File: src/rtl/fnd_scan_driver.sv
// Multiplexed 7-segment scan driver: one digit per scan strobe, dead-time gap between digits,
// frame snapshot on index wrap, leading-zero blanking, per-digit dp and 1 Hz blink.
module fnd_scan_driver #(
    parameter int unsigned N_DIGIT        = 6,
    parameter int unsigned DEAD_CYCLES    = 16,
    parameter bit          COM_ACTIVE_LOW = 1'b1,
    parameter bit          SEG_ACTIVE_LOW = 1'b1
) (
    input  logic                   iCLK,
    input  logic                   iRESETn,
    input  logic                   iEN_SCAN,
    input  logic                   iEN_1,
    input  logic [4*N_DIGIT-1:0]   iBCD,
    input  logic [N_DIGIT-1:0]     iDP_MASK,
    input  logic [N_DIGIT-1:0]     iBLINK_MASK,
    input  logic                   iLZB,
    output logic [N_DIGIT-1:0]     oCOM,
    output logic [7:0]             oSEG
);

    localparam int unsigned IW = (N_DIGIT > 1) ? $clog2(N_DIGIT) : 1;
    localparam int unsigned CW = (DEAD_CYCLES > 0) ? $clog2(DEAD_CYCLES + 1) : 1;
    localparam logic [IW-1:0]      LastIdx = IW'(N_DIGIT - 1);
    localparam logic [N_DIGIT-1:0] ComOff  = {N_DIGIT{COM_ACTIVE_LOW}};
    localparam logic [7:0]         SegOff  = {8{SEG_ACTIVE_LOW}};

    typedef enum logic [1:0] {StIdle, StBlank, StDrive} state_e;

    state_e               state_q;
    logic [IW-1:0]        idx_q;
    logic [CW-1:0]        cnt_q;
    logic                 phase_q;
    logic [4*N_DIGIT-1:0] snap_bcd_q;
    logic [N_DIGIT-1:0]   snap_dp_q;
    logic [N_DIGIT-1:0]   snap_blink_q;
    logic                 snap_lzb_q;
    logic [N_DIGIT-1:0]   com_q, com_d;
    logic [7:0]           seg_q, seg_d;

    function automatic logic [6:0] decode(input logic [3:0] bcd);
        unique case (bcd)
            4'd0:    decode = 7'b0111111;
            4'd1:    decode = 7'b0000110;
            4'd2:    decode = 7'b1011011;
            4'd3:    decode = 7'b1001111;
            4'd4:    decode = 7'b1100110;
            4'd5:    decode = 7'b1101101;
            4'd6:    decode = 7'b1111101;
            4'd7:    decode = 7'b0000111;
            4'd8:    decode = 7'b1111111;
            4'd9:    decode = 7'b1101111;
            default: decode = 7'b1000000;
        endcase
    endfunction

    logic [3:0]         cur_digit;
    logic               zero_run;
    logic               lz_blank;
    logic               dp_bit;
    logic               blink_bit;
    logic [N_DIGIT-1:0] com_on;
    logic [7:0]         seg_on;

    // Output image is rendered from registered state only, so no input reaches the pins
    // combinationally.
    always_comb begin
        cur_digit = 4'd0;
        zero_run  = 1'b1;
        lz_blank  = 1'b0;
        dp_bit    = 1'b0;
        blink_bit = 1'b0;
        com_on    = '0;
        for (int k = int'(N_DIGIT) - 1; k >= 0; k--) begin
            zero_run = zero_run & (snap_bcd_q[4*k +: 4] == 4'd0);
            if (idx_q == IW'(k)) begin
                cur_digit = snap_bcd_q[4*k +: 4];
                dp_bit    = snap_dp_q[k];
                blink_bit = snap_blink_q[k];
                com_on[k] = 1'b1;
                lz_blank  = snap_lzb_q & zero_run & (k != 0);
            end
        end
        seg_on = {dp_bit, (lz_blank | (phase_q & blink_bit)) ? 7'd0 : decode(cur_digit)};
        com_d  = ComOff;
        seg_d  = SegOff;
        if (state_q == StDrive) begin
            com_d = COM_ACTIVE_LOW ? ~com_on : com_on;
            seg_d = SEG_ACTIVE_LOW ? ~seg_on : seg_on;
        end
    end

    always_ff @(posedge iCLK) begin
        if (!iRESETn) begin
            state_q      <= StIdle;
            idx_q        <= LastIdx;
            cnt_q        <= '0;
            phase_q      <= 1'b0;
            snap_bcd_q   <= '0;
            snap_dp_q    <= '0;
            snap_blink_q <= '0;
            snap_lzb_q   <= 1'b0;
            com_q        <= ComOff;
            seg_q        <= SegOff;
        end else begin
            com_q <= com_d;
            seg_q <= seg_d;
            if (iEN_1) begin
                phase_q <= ~phase_q;
            end
            if (iEN_SCAN) begin
                if (idx_q == LastIdx) begin
                    idx_q        <= '0;
                    snap_bcd_q   <= iBCD;
                    snap_dp_q    <= iDP_MASK;
                    snap_blink_q <= iBLINK_MASK;
                    snap_lzb_q   <= iLZB;
                end else begin
                    idx_q <= idx_q + IW'(1);
                end
                cnt_q   <= CW'(DEAD_CYCLES);
                state_q <= (DEAD_CYCLES == 0) ? StDrive : StBlank;
            end else if (state_q == StBlank) begin
                if (cnt_q <= CW'(1)) begin
                    state_q <= StDrive;
                    cnt_q   <= '0;
                end else begin
                    cnt_q <= cnt_q - CW'(1);
                end
            end
        end
    end

    assign oCOM = com_q;
    assign oSEG = seg_q;

endmodule

File: config.mk
export PLATFORM = sky130hd
export DESIGN_NAME = fnd_scan_driver
export DESIGN_NICKNAME = d
export VERILOG_FILES = /design/src/rtl/fnd_scan_driver.sv
export SDC_FILE = /design/constraint.sdc
export NUM_CORES = 1
export LEC_CHECK = 0
export ABC_AREA = 1
export CORE_MARGIN = 2
export CORE_UTILIZATION = 30
export DETAILED_ROUTE_END_ITERATION = 16
export PLACE_DENSITY_LB_ADDON = 0.1
export SYNTH_ARGS = -nofsm -noshare
export SYNTH_HDL_FRONTEND = slang
export SYNTH_SLANG_ARGS = --single-unit
File: constraint.sdc
create_clock -name iCLK -period 2.2 [get_ports iCLK]
set_input_delay 0.44 -clock iCLK [delete_from_list [all_inputs] [get_ports iCLK]]
set_output_delay 0.44 -clock iCLK [all_outputs]
set_load 0.02 [all_outputs]
After elaboration in Yosys (flattened, before gate mapping). Memories as Yosys holds them, arrays and structs flattened. Cells that the tools add are included.

Memories kept: 1. Bits in read-only memories: 112. Register bits after elaboration: 62. Word-level logic and storage cells: 89. Output and inout port bits: 14.

Memories: (no name shown) (depth 16, width 7, read ports 1, clocked after Yosys merged registers in 0, write ports 0, line 41) `unique case (bcd)`.

Bitwise logic cells: 15. Reductions and logical operators: 13. Order comparisons: 1. Equal/unequal tests: 7. $add $sub $neg: 2. Mux-type cells: 38.

Operators by type and width (count): 1-bit two-way mux (27); 4-bit two-way mux (6); 4-bit logical NOT (5); 5-bit two-way mux (3); 1-bit AND (10); 8-bit NOT (1); 2-bit AND reduction (4); 7-bit two-way mux (1); 3-bit by 2-bit equality test with 1-bit output, second input constant (2); 3-bit equality test, second input constant (2); 6-bit NOT (1); 5-bit by 1-bit less-or-equal comparator with 1-bit output, second input constant (1); 5-bit by 1-bit subtractor with 5-bit output, second input constant (1); 2-bit nonzero test (2); 3-bit by 1-bit adder with 3-bit output, second input constant (1); 3-bit by 1-bit equality test with 1-bit output, second input constant (1); 3-bit logical NOT (1); 3-bit two-way mux (1); 2-bit by 1-bit equality test with 1-bit output, second input constant (1); 2-bit equality test, second input constant (1); 1-bit NOT (2); 2-bit OR reduction (1); 1-bit OR (1).

Longest topological paths before layout. Gate-level depths: netlist of run 1.

Depth in word-level cells: 11. Mapped depth: 16. Mapped depth without buffers: 15.

Worst setup path after synthesis of run 1. OpenSTA, ideal clock, no wires.

Path type: register -> register. From: reg idx_q[0]. To: reg seg_q[1] (netlist: oSEG[1]). Data required time: 2.142 ns. Arrival time: 2.101 ns. Clock period less this slack: 2.159 ns. Path slack: 0.041 ns. Stages on the path, launching flop included: 15. Path through: dfxtp_1 > buf_4 > nand2_1 > inv_1 > ha_1 > inv_1 > clkbuf_1 > nand3_1 > nand2_1 > nand2_1 > nand2_2 > inv_1 > ha_1 > or2_0 > nand2_1.

Longest elaborated chain between the ends: 11. Elaborated cells on any way between the ends: 29. Classes of those cells: 5 x eq/ne; 19 x mux; 3 x bitwise; 1 x reduce/logical; 1 x memory.

Ends and longest elaborated chain: from (decl) (line 30) `logic [IW-1:0] idx_q;`; from (signal assigned) (line 95) `idx_q <= LastIdx;`; from (signal assigned) (line 118) `idx_q <= idx_q + IW'(1);`; branches (longest 9 deep; another with memory 16 x 7 bit); 7-bit two-way mux (*) (line 83) `seg_on = {dp_bit, (lz_blank | (phase_q & blink_bit)) ? 7'd0 : decode(cur_digit)};`; 8-bit NOT (*) (line 88) `seg_d = SEG_ACTIVE_LOW ? ~seg_on : seg_on;`; to (signal assigned) (line 103) `seg_q <= SegOff;`; to (signal assigned) (line 106) `seg_q <= seg_d;`; to (decl) (line 38) `logic [7:0] seg_q, seg_d;`.

Every way passes the cells marked *. A chain may end at the register's enable or synchronous reset.

Worst setup path in the final report of run 1.
From: reg idx_q[2]. To: reg seg_q[3] (netlist: oSEG[3]).

Same word-level chain as after synthesis.

==> results of run 1 <==
==> through the flow <==
| stage | hold WS, ps | util (%) | instances | area (µm²) |
|---|---|---|---|---|
| floorplan | 429 | - | 398 | 2820 |
| global placement | 448 | 38.3 | 559 | 3530 |
| detailed placement | 453 | 38.3 | 559 | 3530 |
| CTS | 462 | 40.7 | 575 | 3740 |
| global route | 485 | 40.7 | 575 | 3750 |
| finish | 458 | 40.7 | 575 | 3750 |
==> critical path, delay by kind of cell (launching register included) <==
family	cells	cell delay (ps)
buf+inv	3	350
fa+ha+maj	2	510
simple gates	9	590
flops	1	410
==> worst max-delay path by stage <==
stage               depth (start not counted)       to
finish                                     14  oSEG[3]
global route                               14  oSEG[3]
CTS                                        12  oSEG[1]
detailed placement                         12  oSEG[1]
global placement                           14  oSEG[3]
floorplan                                  14  oSEG[1]
==> power breakdown <==
part | switching (W) | internal, W | total, W
clock network | 0.000437 | 0.000666 | 0.00110
registers | 0.0000538 | 0.00121 | 0.00126
logic | 0.000300 | 0.000221 | 0.000521
==> layout make-up <==
type	count	area [µm²]
Tap cell	111	139
Clock buffer	12	145
Multi-Input combinational cell	289	1390
Clock inverter	4	70.1
Inverter	32	123
Timing Repair Buffer	65	636
Sequential cell	62	1240
Fill cell	982	5450
==> per-layer routing <==
layer | share of wire (%) | global-route usage (%) | wire length, µm | vias to the layer above
li1 | - | - | - | 1404
met1 | 52 | 21.2 | 3720 | 1160
met2 | 42 | 22.9 | 3000 | 56
met3 | 4.7 | 3.26 | 338 | 9
met4 | 1.6 | 7.17 | 112 | 0
met5 | 0 | 0 | 0 | -
==> sequential cells by signal, indices dropped and copies added (netlist names) <==
signal	cells
cnt_q	5
idx_q	3
oCOM	6
oSEG	8
phase_q	1
snap_bcd_q	24
snap_blink_q	6
snap_dp_q	6
snap_lzb_q	1
state_q	2
==> cell families after synthesis <==
group | count (synthesis) | share of synthesized area (%)
fa+ha+maj | 6 | 2.66
xor+xnor | 2 | 0.621
compound gates | 75 | 14.5
simple gates | 206 | 31.4
buf+inv | 47 | 6.79
flops | 62 | 44.0
==> placed cells by master, fill, tap and decap left out, drive strengths merged <==
cell             n
nand2           72
nand4            7
dfxtp           62
o2111ai          1
ha               6
a31oi            1
clkbuf          12
o211ai           2
clkinv           2
nor2           101
o31ai            1
bufinv           2
inv             32
xnor2            1
or2              2
buf             11
o21ai           45
a21oi           22
xor2             1
nand3           23
a21boi           1
a211oi           1
nor3             1
clkdlybuf4s50   54
o22ai            1
==> results.ini, run 1 <==
[min_path]
hold-path-endpoint=snap_bcd_q[1]
hp-class=flop to flop
hp-start=snap_bcd_q[1]
hold_depth=2

[clock_tree]
cts_max_path_buffers=2
cts_made_buffers=9
post-cts-setup-buffers=0
holdBufCountCts=0
cts_sinks=62
cts_tree=done
cts_max_level=3
clk_latency_ps=340
clk_pin_slew_ps=70
cts.repair.resized=0
clockRootBuffer=clkbuf_8

[place]
pre_cts_slack_ps=207
hpwl_um=5250
gp_congestion=0.814
port_buffers=54

[worst_setup_path]
worstSetupStartpointType=flop
r2r-end=oSEG[3]
critical_path_class=flop to flop
crit_path_frequent_cell=nand2_1
endpoint_kind=flop
cp_slowest_cell=dfxtp_1
arrival_ps=2210
slowest_delay_ps=410
worstSetupStartpoint=idx_q[2]
path_cells=inv_2 -> ha_1 -> inv_2 -> nor2_1 -> nor2_1 -> nand2_1 -> nand2_1 -> nand2_2 -> inv_1 -> ha_1 -> nand3_1 -> nand2_1 -> nand2_1 -> nand2_1
cp_max_fo=7
ff2ff_setup_slack_ps=230
r2r_cells=14
worstPathRequired_ps=2440
r2r_start=idx_q[2]

[drt]
wirelength_um=7180
ant_nets=0
drc=0
drt_pass1_iterations=4
vias=2629
drt-wirelength-per-cell_um=12.5
viasPerCell=4.57
drtIter0Drc=82

[grt]
grt_pass1_vias=2597
antenna_found_initial=0
grt_max_degree=39
grt_pass1_wl_um=12200
grt-ovfl-total=0
grt.total_usage_pct=15.3

[sta]
setup_violations=0
hold_viol=0
period_share_pct=89.5
min_period_ps=1970
fmax_mhz=508
slew_headroom_pct=77.2
worstMarginPinSlew_ps=341
setup_slack_ps=231
fin_skew_ps=9.44
finalMaxSlewViolations=0
rsz0062_at_grt=no
fin_tns_setup_ps=0

[synthesis]
syn-instance-count=398
synth_ff_type=dfxtp_1
netlist_area_um2=2820
synth.avg_cell_area_um2=7.09
yosysSeqAreaShare_pct=44.0
synth_top_area_share_pct=44.0
synth_seq_cells=62
synth_common_cells=nor2_1, nand2_1, dfxtp_1
ys_types=34
post-synth-top-count-cell=nor2_1
synth_edf_count=0
async_reset_ff_share_pct=0
synth_fp_nets=445
yosysTopAreaCell=dfxtp_1
synth_top_cells_by_area=dfxtp_1, nor2_1, nand2_1
synth-warning-count=0

[flow_run]
drv_cap=0

[final_layout]
antenna_cells=0
drive_above_1_share_pct=11.2
syn_to_final_growth_pct=32.8
nets=506

[pwr]
ir_drop_mv=0.304
p_leak_nw=1.65
power_w=0.00288
p_per_area_nw_per_um2=770

[die]
initial_core_util_pct=30.7
rows=35
die_h_um=101
ioPinCount=55
dieArea_um2=10200
core_um2=9200
fp.dieW_um=101

[status]
status=completed

Note: power is estimated with default switching activity, not from simulation.
==> run 2, diff against run 1 <==
- SLEW_MARGIN: not set -> 20
==> results of run 2 <==
Final layout, timing and power as in run 1 (identical DEF).
==> run 3, diff against run 2 <==
- CAP_MARGIN: not set -> 20
- CORE_UTILIZATION: 30 -> 46
- SKIP_LAST_GASP: not set -> 1
==> run 3 against run 2 <==
Critical path depth did not move. Setup slack improved by 33 ps. Flip-flop and latch count stayed put. Largest cell class unchanged.
==> results.ini, run 3 (synthesized netlist as in run 1, its figures left out) <==
[status]
status=completed

[pwr]
p_leak_nw=1.60
ir_drop_mv=0.353
p_per_area_nw_per_um2=715

[grt]
grt_pass1_vias=2358
grt_pass1_wl_um=10500
grt-ovfl-total=0
grt.total_usage_pct=20.5
grt_max_degree=44
antenna_found_initial=0

[die]
core_um2=5920
rows=28
ioPinCount=55
dieArea_um2=6770
die_h_um=82.3
fp.dieW_um=82.3
initial_core_util_pct=47.6

[worst_setup_path]
crit_family=simple AND/OR/NAND/NOR gates
worstPathRequired_ps=2440
r2r-end=oSEG[3]
crit_buf_inv=2
worstSetupStartpointType=flop
path_cells=buf_4 -> nor2_2 -> nand2_2 -> nand2_2 -> nor2_1 -> nand2_1 -> nand2_1 -> nand2_2 -> inv_1 -> ha_1 -> nand3_1 -> nand2_1 -> nand2_1 -> nand2_1
arrival_ps=2170
slowest_delay_ps=310
r2r_cells=14
r2r_start=idx_q[0]
critical_path_class=flop to flop
crit_path_frequent_cell=nand2_1
cp_max_fo=13
cp_slowest_cell=dfxtp_1
ff2ff_setup_slack_ps=260
endpoint_kind=flop

[clock_tree]
cts_max_path_buffers=2
cts_tree=done
cts_made_buffers=9
clockRootBuffer=clkbuf_8
cts_sinks=62
cts_max_level=3
clk_latency_ps=350
clk_pin_slew_ps=60

[drt]
wirelength_um=6300
drt_pass1_iterations=4
vias=2653
ant_nets=0
drc=0
drtIter0Drc=187
viasPerCell=4.96
drt-wirelength-per-cell_um=11.8

[min_path]
hp-start=snap_dp_q[5]
hold-path-endpoint=snap_dp_q[5]
hp-class=flop to flop
hold_depth=2

[sta]
setup_violations=0
min_period_ps=1940
hold_viol=0
worstMarginPinSlew_ps=668
period_share_pct=88.0
slew_headroom_pct=55.4
fmax_mhz=517
rsz0062_at_grt=no
finalMaxSlewViolations=0
fin_skew_ps=9.30
fin_tns_setup_ps=0

[final_layout]
largest_reg_flops=24
final_common_cell=nor2_1
antenna_cells=0
top_register=snap_bcd_q
final_cell_count_no_fill=535
drive_above_1_share_pct=10.0
syn_to_final_growth_pct=27.5
final_cell_mix=nor2_1, nand2_1, dfxtp_1, clkdlybuf4s50_1, o21ai_0
nets=503

[place]
port_buffers=54
gp_congestion=0.866
hpwl_um=4560
placed_cells=520

[flow_run]
drv_cap=0

[run 3: worst max-delay path by stage]
stage | cells after the start | from | end | slack [ps]
3_5_place_dp | 6 | iEN_SCAN | snap_bcd_q[15] | 130
3_3_place_gp | 6 | iEN_SCAN | snap_bcd_q[10] | 180
5_1_grt | 15 | idx_q[1] | oSEG[3] | 20
4_1_cts | 14 | idx_q[2] | oSEG[3] | 230
6_report | 14 | idx_q[0] | oSEG[3] | 260
2_1_floorplan | 14 | idx_q[0] | oSEG[1] | 40
[run 3: worst register-to-register path: stages (launching register included)]
cell	delay, ps
dfxtp_1	310
buf_4	180
nor2_2	200
nand2_2	110
nand2_2	140
nor2_1	50
nand2_1	60
nand2_1	60
nand2_2	100
inv_1	90
ha_1	310
nand3_1	80
nand2_1	60
nand2_1	50
nand2_1	40
[run 3: area by class of cell]
class	instances	area [µm²]
inverters	32	123
fillers	582	2330
multi-input cells	289	1390
well taps	75	93.8
clock inverters	2	10.0
repair buffers	62	601
clock buffers	13	139
flip-flops and latches	62	1240
[run 3: power by group]
| group | internal, W | switching [W] | leakage [nW] |
|---|---|---|---|
| sequential | 0.00121 | 0.0000532 | 0.509 |
| clock | 0.000400 | 0.000411 | 0.0773 |
| combinational | 0.000210 | 0.000289 | 1.01 |
| total | 0.00182 | 0.000754 | 1.60 |
[run 3: repair_timing]
item	in CTS	in global routing
hold buffers	0	0
setup buffers	0	0
setup endpoints to repair	0	1
resized for setup	0	1
[run 3: through the flow]
step	total power (W)	hold WS (ps)	utilization, %	setup slack (ps)	cell area, µm²
2_1_floorplan	0.00161	429	-	40.7	2820
3_3_place_gp	0.00178	453	58.2	183	3450
3_5_place_dp	0.00178	461	58.2	126	3450
4_1_cts	0.00259	471	60.7	226	3590
5_1_grt	0.00272	498	60.7	24.0	3590
6_report	0.00257	469	60.7	264	3590
[run 3: metal layers]
metal  wire length (µm)  global-route usage [%]  vias to the layer above
li1                   -                       -                     1401
met1               3040                    26.7                     1181
met2               2790                    31.7                       58
met3                312                    4.13                       13
met4                146                    11.3                        0
met5                  0                       0                        -
